**src/rtl/tile_renderer.sv**
```systemverilog
`default_nettype none
// ============================================================================
// Module      : tile_renderer
// Description : Copies one 8x8 tile from the 64-tile sprite ROM (3-3-2 RGB)
//               into the 160x120 VGA framebuffer. Pixels are read row-major,
//               expanded to 24-bit colour and emitted as x/y/colour/plot.
// Revision    : 1.0 - initial release
// ----------------------------------------------------------------------------
// Ports
//   clk          system clock
//   reset        synchronous, active-high reset
//   start        request pulse, honoured only when idle
//   tile_col     destination tile column (0..COLS-1)
//   tile_row     destination tile row    (0..ROWS-1)
//   tile_id      ROM tile index
//   rom_address  sprite ROM address {tile_id, py, px}
//   rom_data     sprite ROM data, valid one cycle after the address
//   x, y         pixel coordinate for the framebuffer
//   colour       24-bit expanded pixel colour
//   plot         framebuffer write strobe
//   busy         request in progress
//   done         one-cycle completion pulse
//   err          one-cycle pulse when a request is rejected
// ============================================================================
module tile_renderer #(
    parameter int         COLS           = 20,
    parameter int         ROWS           = 15,
    parameter int         TRANSPARENT_EN = 0,
    parameter logic [7:0] KEY_COLOUR     = 8'h00
) (
    input  logic        clk,
    input  logic        reset,
    input  logic        start,
    input  logic [4:0]  tile_col,
    input  logic [4:0]  tile_row,
    input  logic [5:0]  tile_id,
    output logic [11:0] rom_address,
    input  logic [7:0]  rom_data,
    output logic [7:0]  x,
    output logic [6:0]  y,
    output logic [23:0] colour,
    output logic        plot,
    output logic        busy,
    output logic        done,
    output logic        err
);

    localparam logic [4:0] c_cols = 5'(COLS);
    localparam logic [4:0] c_rows = 5'(ROWS);

    typedef enum logic [1:0] {
        IDLE  = 2'd0,
        RUN   = 2'd1,
        FLUSH = 2'd2
    } state_t;

    state_t      r_state;
    logic [5:0]  r_pix;      // pixel currently presented on rom_address
    logic        r_flush;    // counts the two drain cycles
    logic [4:0]  r_col;
    logic [3:0]  r_row;      // rows are < 15, so four bits suffice
    logic [5:0]  r_id;

    // Second pipeline stage: travels alongside rom_data.
    logic        r_s2_valid;
    logic [2:0]  r_s2_px;
    logic [2:0]  r_s2_py;

    logic        w_reject;
    logic        w_transparent;
    logic [23:0] w_colour;

    assign w_reject      = (tile_col >= c_cols) || (tile_row >= c_rows);
    assign w_transparent = (TRANSPARENT_EN != 0) && (rom_data == KEY_COLOUR);

    // 3-3-2 to 8-8-8 by bit replication so full-scale maps to 8'hFF.
    assign w_colour = {rom_data[7:5], rom_data[7:5], rom_data[7:6],
                       rom_data[4:2], rom_data[4:2], rom_data[4:3],
                       rom_data[1:0], rom_data[1:0], rom_data[1:0], rom_data[1:0]};

    always_ff @(posedge clk) begin
        if (reset) begin
            r_state     <= IDLE;
            r_pix       <= 6'd0;
            r_flush     <= 1'b0;
            r_col       <= 5'd0;
            r_row       <= 4'd0;
            r_id        <= 6'd0;
            r_s2_valid  <= 1'b0;
            r_s2_px     <= 3'd0;
            r_s2_py     <= 3'd0;
            rom_address <= 12'd0;
            x           <= 8'd0;
            y           <= 7'd0;
            colour      <= 24'd0;
            plot        <= 1'b0;
            busy        <= 1'b0;
            done        <= 1'b0;
            err         <= 1'b0;
        end else begin
            done <= 1'b0;
            err  <= 1'b0;

            // Address stage -> data stage
            r_s2_valid <= (r_state == RUN);
            r_s2_px    <= r_pix[2:0];
            r_s2_py    <= r_pix[5:3];

            // Data stage -> output registers; coordinates are plain
            // concatenations because px/py never exceed 7.
            if (r_s2_valid) begin
                x      <= {r_col, r_s2_px};
                y      <= {r_row, r_s2_py};
                colour <= w_colour;
                plot   <= !w_transparent;
            end else begin
                plot   <= 1'b0;
            end

            case (r_state)
                IDLE: begin
                    if (start) begin
                        if (w_reject) begin
                            done <= 1'b1;
                            err  <= 1'b1;
                        end else begin
                            r_col       <= tile_col;
                            r_row       <= tile_row[3:0];
                            r_id        <= tile_id;
                            r_pix       <= 6'd0;
                            rom_address <= {tile_id, 6'd0};
                            busy        <= 1'b1;
                            r_state     <= RUN;
                        end
                    end
                end
                RUN: begin
                    if (r_pix == 6'd63) begin
                        r_flush <= 1'b0;
                        r_state <= FLUSH;
                    end else begin
                        r_pix       <= r_pix + 6'd1;
                        rom_address <= {r_id, r_pix + 6'd1};
                    end
                end
                FLUSH: begin
                    // Two cycles let the last pixel leave the output stage.
                    if (r_flush) begin
                        busy    <= 1'b0;
                        done    <= 1'b1;
                        r_state <= IDLE;
                    end else begin
                        r_flush <= 1'b1;
                    end
                end
                default: r_state <= IDLE;
            endcase
        end
    end

endmodule
`default_nettype wire

```
**config.mk**
```make
export PLATFORM = sky130hd
export DESIGN_NAME = tile_renderer
export DESIGN_NICKNAME = d
export VERILOG_FILES = /design/src/rtl/tile_renderer.sv
export SDC_FILE = /design/constraint.sdc
export NUM_CORES = 1
export LEC_CHECK = 0
export BUFFER_PORTS_ARGS = -buffer_cell sky130_fd_sc_hd__clkbuf_2
export CAP_MARGIN = 15
export CORE_MARGIN = 8
export CORE_UTILIZATION = 38
export CTS_CLUSTER_DIAMETER = 50
export DETAILED_ROUTE_END_ITERATION = 8
export PLACE_DENSITY_LB_ADDON = 0.05
export SYNTH_ARGS = -nofsm -noshare
export SYNTH_HDL_FRONTEND = slang
export SYNTH_SLANG_ARGS = --single-unit
```
**constraint.sdc**
```tcl
create_clock -name clk -period 1.6 [get_ports clk]
set_input_delay 0.24 -clock clk [delete_from_list [all_inputs] [get_ports clk]]
set_output_delay 0.24 -clock clk [all_outputs]
set_load 0.05 [all_outputs]
```
==> run_results.csv <==
group,metric,value,unit
place,port_buffers,81,
routing,routed_wirelength,5840,µm
pwr,p_int,3060,µW
setup_path,cp-start-kind,"flop",
cts,htree_num_levels,3,
yosys,synth_top_area_cell,"dfxtp_1",
sta,worst_slack,115,ps
sta,worst_pin_slew,425,ps
sta,fin_crit_sh,92.8,%
sta,clock.fmax,673,MHz
sta,max_slew_margin,71.7,%
yosys,syn_area_per_cell,9.59,µm²
setup_path,slowest_stage,"dfxtp_4",
cts,cts_hold_buf,0,
floorplan,pin_count,82,
sta,slew_violations,0,
yosys,seq_area_frac_synth,50.4,%
pwr,power.leakage,0.00142,µW
job,cap_viol_max_count,0,
place,hpwlAfterDp,4210,µm
routing,wl_per_cell,13.9,µm
routing,drc,0,
cts,cts_tree,"built",
place,place_worst_setup_slack,106,ps
floorplan,start_util,38.2,%
finish,syn_to_final_growth,27.1,%
cts,cts_sinks,64,
cts,cts_resized,0,
cts,numCtsBuffers,9,
pwr,p_sw_share,23.4,%
finish,fin_nets,363,
cts,post_cts_buffers,0,
yosys,syn_inst,265,
sta,clock_skew,5.03,ps
pwr,power.switching,936,µW
setup_path,critPathRequiredTime,1820,ps
routing,viasPerCell,4.73,
routing,drt_first_pass_iters,4,
floorplan,row_count,30,
finish,layout-drive-gt1-share,35.9,%
min_path,holdCritPathClass,"in -> reg",
yosys,synth_top_area_share,50.4,%
cts,clock_latency,330,ps
global_routing,grt_overflow,0,
finish,register_area,0.00129,mm²
pwr,seq_power_share,41.7,%
sta,min_period,1490,ps
yosys,mappedNetlistArea,0.00254,mm²
global_routing,antenna_found_initial,0,
yosys,ys_ff_latch,64,
yosys,yosysUniqueCellTypes,36,
finish,fin_area,0.00323,mm²
global_routing,grt_pass1_vias,1984,
place,routabilityCongestion,0.758,
sta,rsz0062_at_grt,"yes",
floorplan,core_area,0.00664,mm²
routing,drtIter0Drc,90,
setup_path,path_cells,"ha_1, nand3_2, o21ai_2, a21oi_1, mux2i_1",
setup_path,arrival,1700,ps
setup_path,slowest_delay,380,ps
pwr,p_clk_share,47.9,%
finish,final_core_util,48.6,%
pwr,ir_drop,0.770,mV
routing,ant_nets,0,
setup_path,path_class,"reg -> reg",
yosys,yosysWarnings,0,
cts,root_buffer,"clkbuf_8",
status,status,"complete, no violations",
cts,clkTransAtPathRegs,70,ps
finish,multi_input_area,0.00104,mm²
sta,hold_viol,0,
global_routing,grt_pass1_wl,9770,µm
place,placed_area,0.00294,mm²
global_routing,grt_use_total,12.6,%
routing,vias,1986,
global_routing,grt_max_degree,41,
floorplan,die-area,0.00956,mm²
setup_path,critPathMaxFanout,8,
finish,n_fill_cell,658,
pwr,power.density,1240,mW/mm²
pwr,p_comb_share,10.5,%
yosys,synthesis.nets,293,
floorplan,dieHeight,97.8,µm
cts,cts_buffer_depth,2,
floorplan,die_x,97.8,µm
setup_path,critical_path.endpoint_type,"flop",
sta,finalSetupViolCount,0,
yosys,synthTopCellsByArea,"dfxtp_1, mux2i_1, nand2_1",
finish,diodes,0,
cells in the final DEF (no fill, tap or decap), types with 2 or more instances in the layout:
cell and n:
dfxtp_1 58, nand3_1 6, a2111o_1 2, nor2_1 28, nand2_1 37, clkbuf_8 9, clkinv_4 2, buf_4 8
o311a_1 6, nand2b_1 2, o21ai_1 3, nor2b_1 8, o2111ai_1 2, clkbuf_2 81, bufinv_16 4, o21ai_2 2
dfxtp_2 4, dfxtp_4 2, o21ai_0 4, a21oi_1 23, mux2i_1 30, buf_12 2
area by class of cell:
| type | instances | area share (%) |
|---|---|---|
| Sequential cell | 64 | 40.1 |
| Timing Repair Buffer | 91 | 15.7 |
| Clock inverter | 6 | 4.26 |
| Tap cell | 80 | 3.10 |
| Multi-Input combinational cell | 167 | 32.1 |
| Clock buffer | 10 | 4.61 |
| Inverter | 2 | 0.232 |
through the flow:
stage / setup TNS [ps] / hold WS (ps) / power, µW / instances
6_report: 0 / 119 / 4000 / 420
4_1_cts: 0 / 98.5 / 4070 / 420
5_1_grt: -1.27 / 119 / 4170 / 420
3_5_place_dp: 0 / 447 / 2130 / 404
2_1_floorplan: 0 / 376 / 2020 / 265
3_3_place_gp: 0 / 445 / 2130 / 404
final timing paths:
path	from	to	slack, ps	cells past startpoint
setup / recovery	rom_address[1]$_SDFFE_PP0P_	rom_address[5]$_SDFFE_PP0P_	110	5
hold / removal	tile_col[1]	r_col[1]$_SDFFE_PP0P_	120	3
setup reg to reg	rom_address[1]$_SDFFE_PP0P_	rom_address[5]$_SDFFE_PP0P_	110	5
hold reg to reg	r_row[1]$_SDFFE_PP0P_	r_row[1]$_SDFFE_PP0P_	460	2
power by group through the flow:
stage | combinational (µW) | clock (µW) | sequential [µW]
finish | 419 | 1910 | 1670
global placement | 424 | 0 | 1700
global route | 452 | 2040 | 1670
floorplan | 216 | 0 | 1800
detailed placement | 424 | 0 | 1700
CTS | 425 | 1980 | 1670
critical path, delay by kind of cell (launching register included):
family / cells / cell delay [ps]
DFF: 1 / 380
AOI/OAI and AO/OA: 2 / 520
muxes: 1 / 130
adders and majority gates: 1 / 200
and+or+nand+nor: 1 / 140
routing by layer:
metal	GRT usage, %	wire length, µm
met1	13.7	2730
met2	21.0	2650
met3	6.40	398
met4	3.96	58
met5	0	0
cell families after synthesis:
family          share of synthesized area [%]
simple gates                             16.3
flops                                    50.4
compound gates                           12.2
buf+inv                                  8.81
mux                                      11.8
fa+ha+maj                               0.492
registers in the layout, summed over array words and instances, names as in the netlist:
register	count
plot	1
rom_address	12
done	1
r_flush	1
busy	1
err	1
r_s2_px	3
r_id	6
r_row	4
r_col	5
colour	8
r_state	2
y	7
r_s2_valid	1
x	8
r_s2_py	3
synth_stat cells:
| library cell | number |
|---|---|
| nor3b_4 | 1 |
| nor3_1 | 1 |
| nor2_1 | 28 |
| o311a_1 | 6 |
| or2_2 | 1 |
| buf_1 | 2 |
| buf_6 | 2 |
| clkinv_1 | 1 |
| mux2i_1 | 30 |
| a41oi_2 | 1 |
| o21ai_0 | 4 |
| buf_2 | 5 |
| a2111o_1 | 2 |
| o211ai_1 | 1 |
| nand3_2 | 1 |
| inv_1 | 1 |
| o21ai_1 | 3 |
| and3_1 | 1 |
| buf_8 | 1 |
| nand2_1 | 37 |
| and4_1 | 1 |
| nand2b_1 | 2 |
| a31o_2 | 1 |
| o21a_2 | 1 |
| o2111ai_1 | 2 |
| clkbuf_1 | 5 |
| ha_1 | 1 |
| and2b_2 | 1 |
| a21oi_1 | 23 |
| dfxtp_1 | 64 |
| nor2b_1 | 8 |
| o21ai_2 | 2 |
| nor3b_1 | 1 |
| buf_4 | 17 |
| nand3_1 | 6 |
| nand4_1 | 1 |
Note: power is estimated with default switching activity, not from simulation.
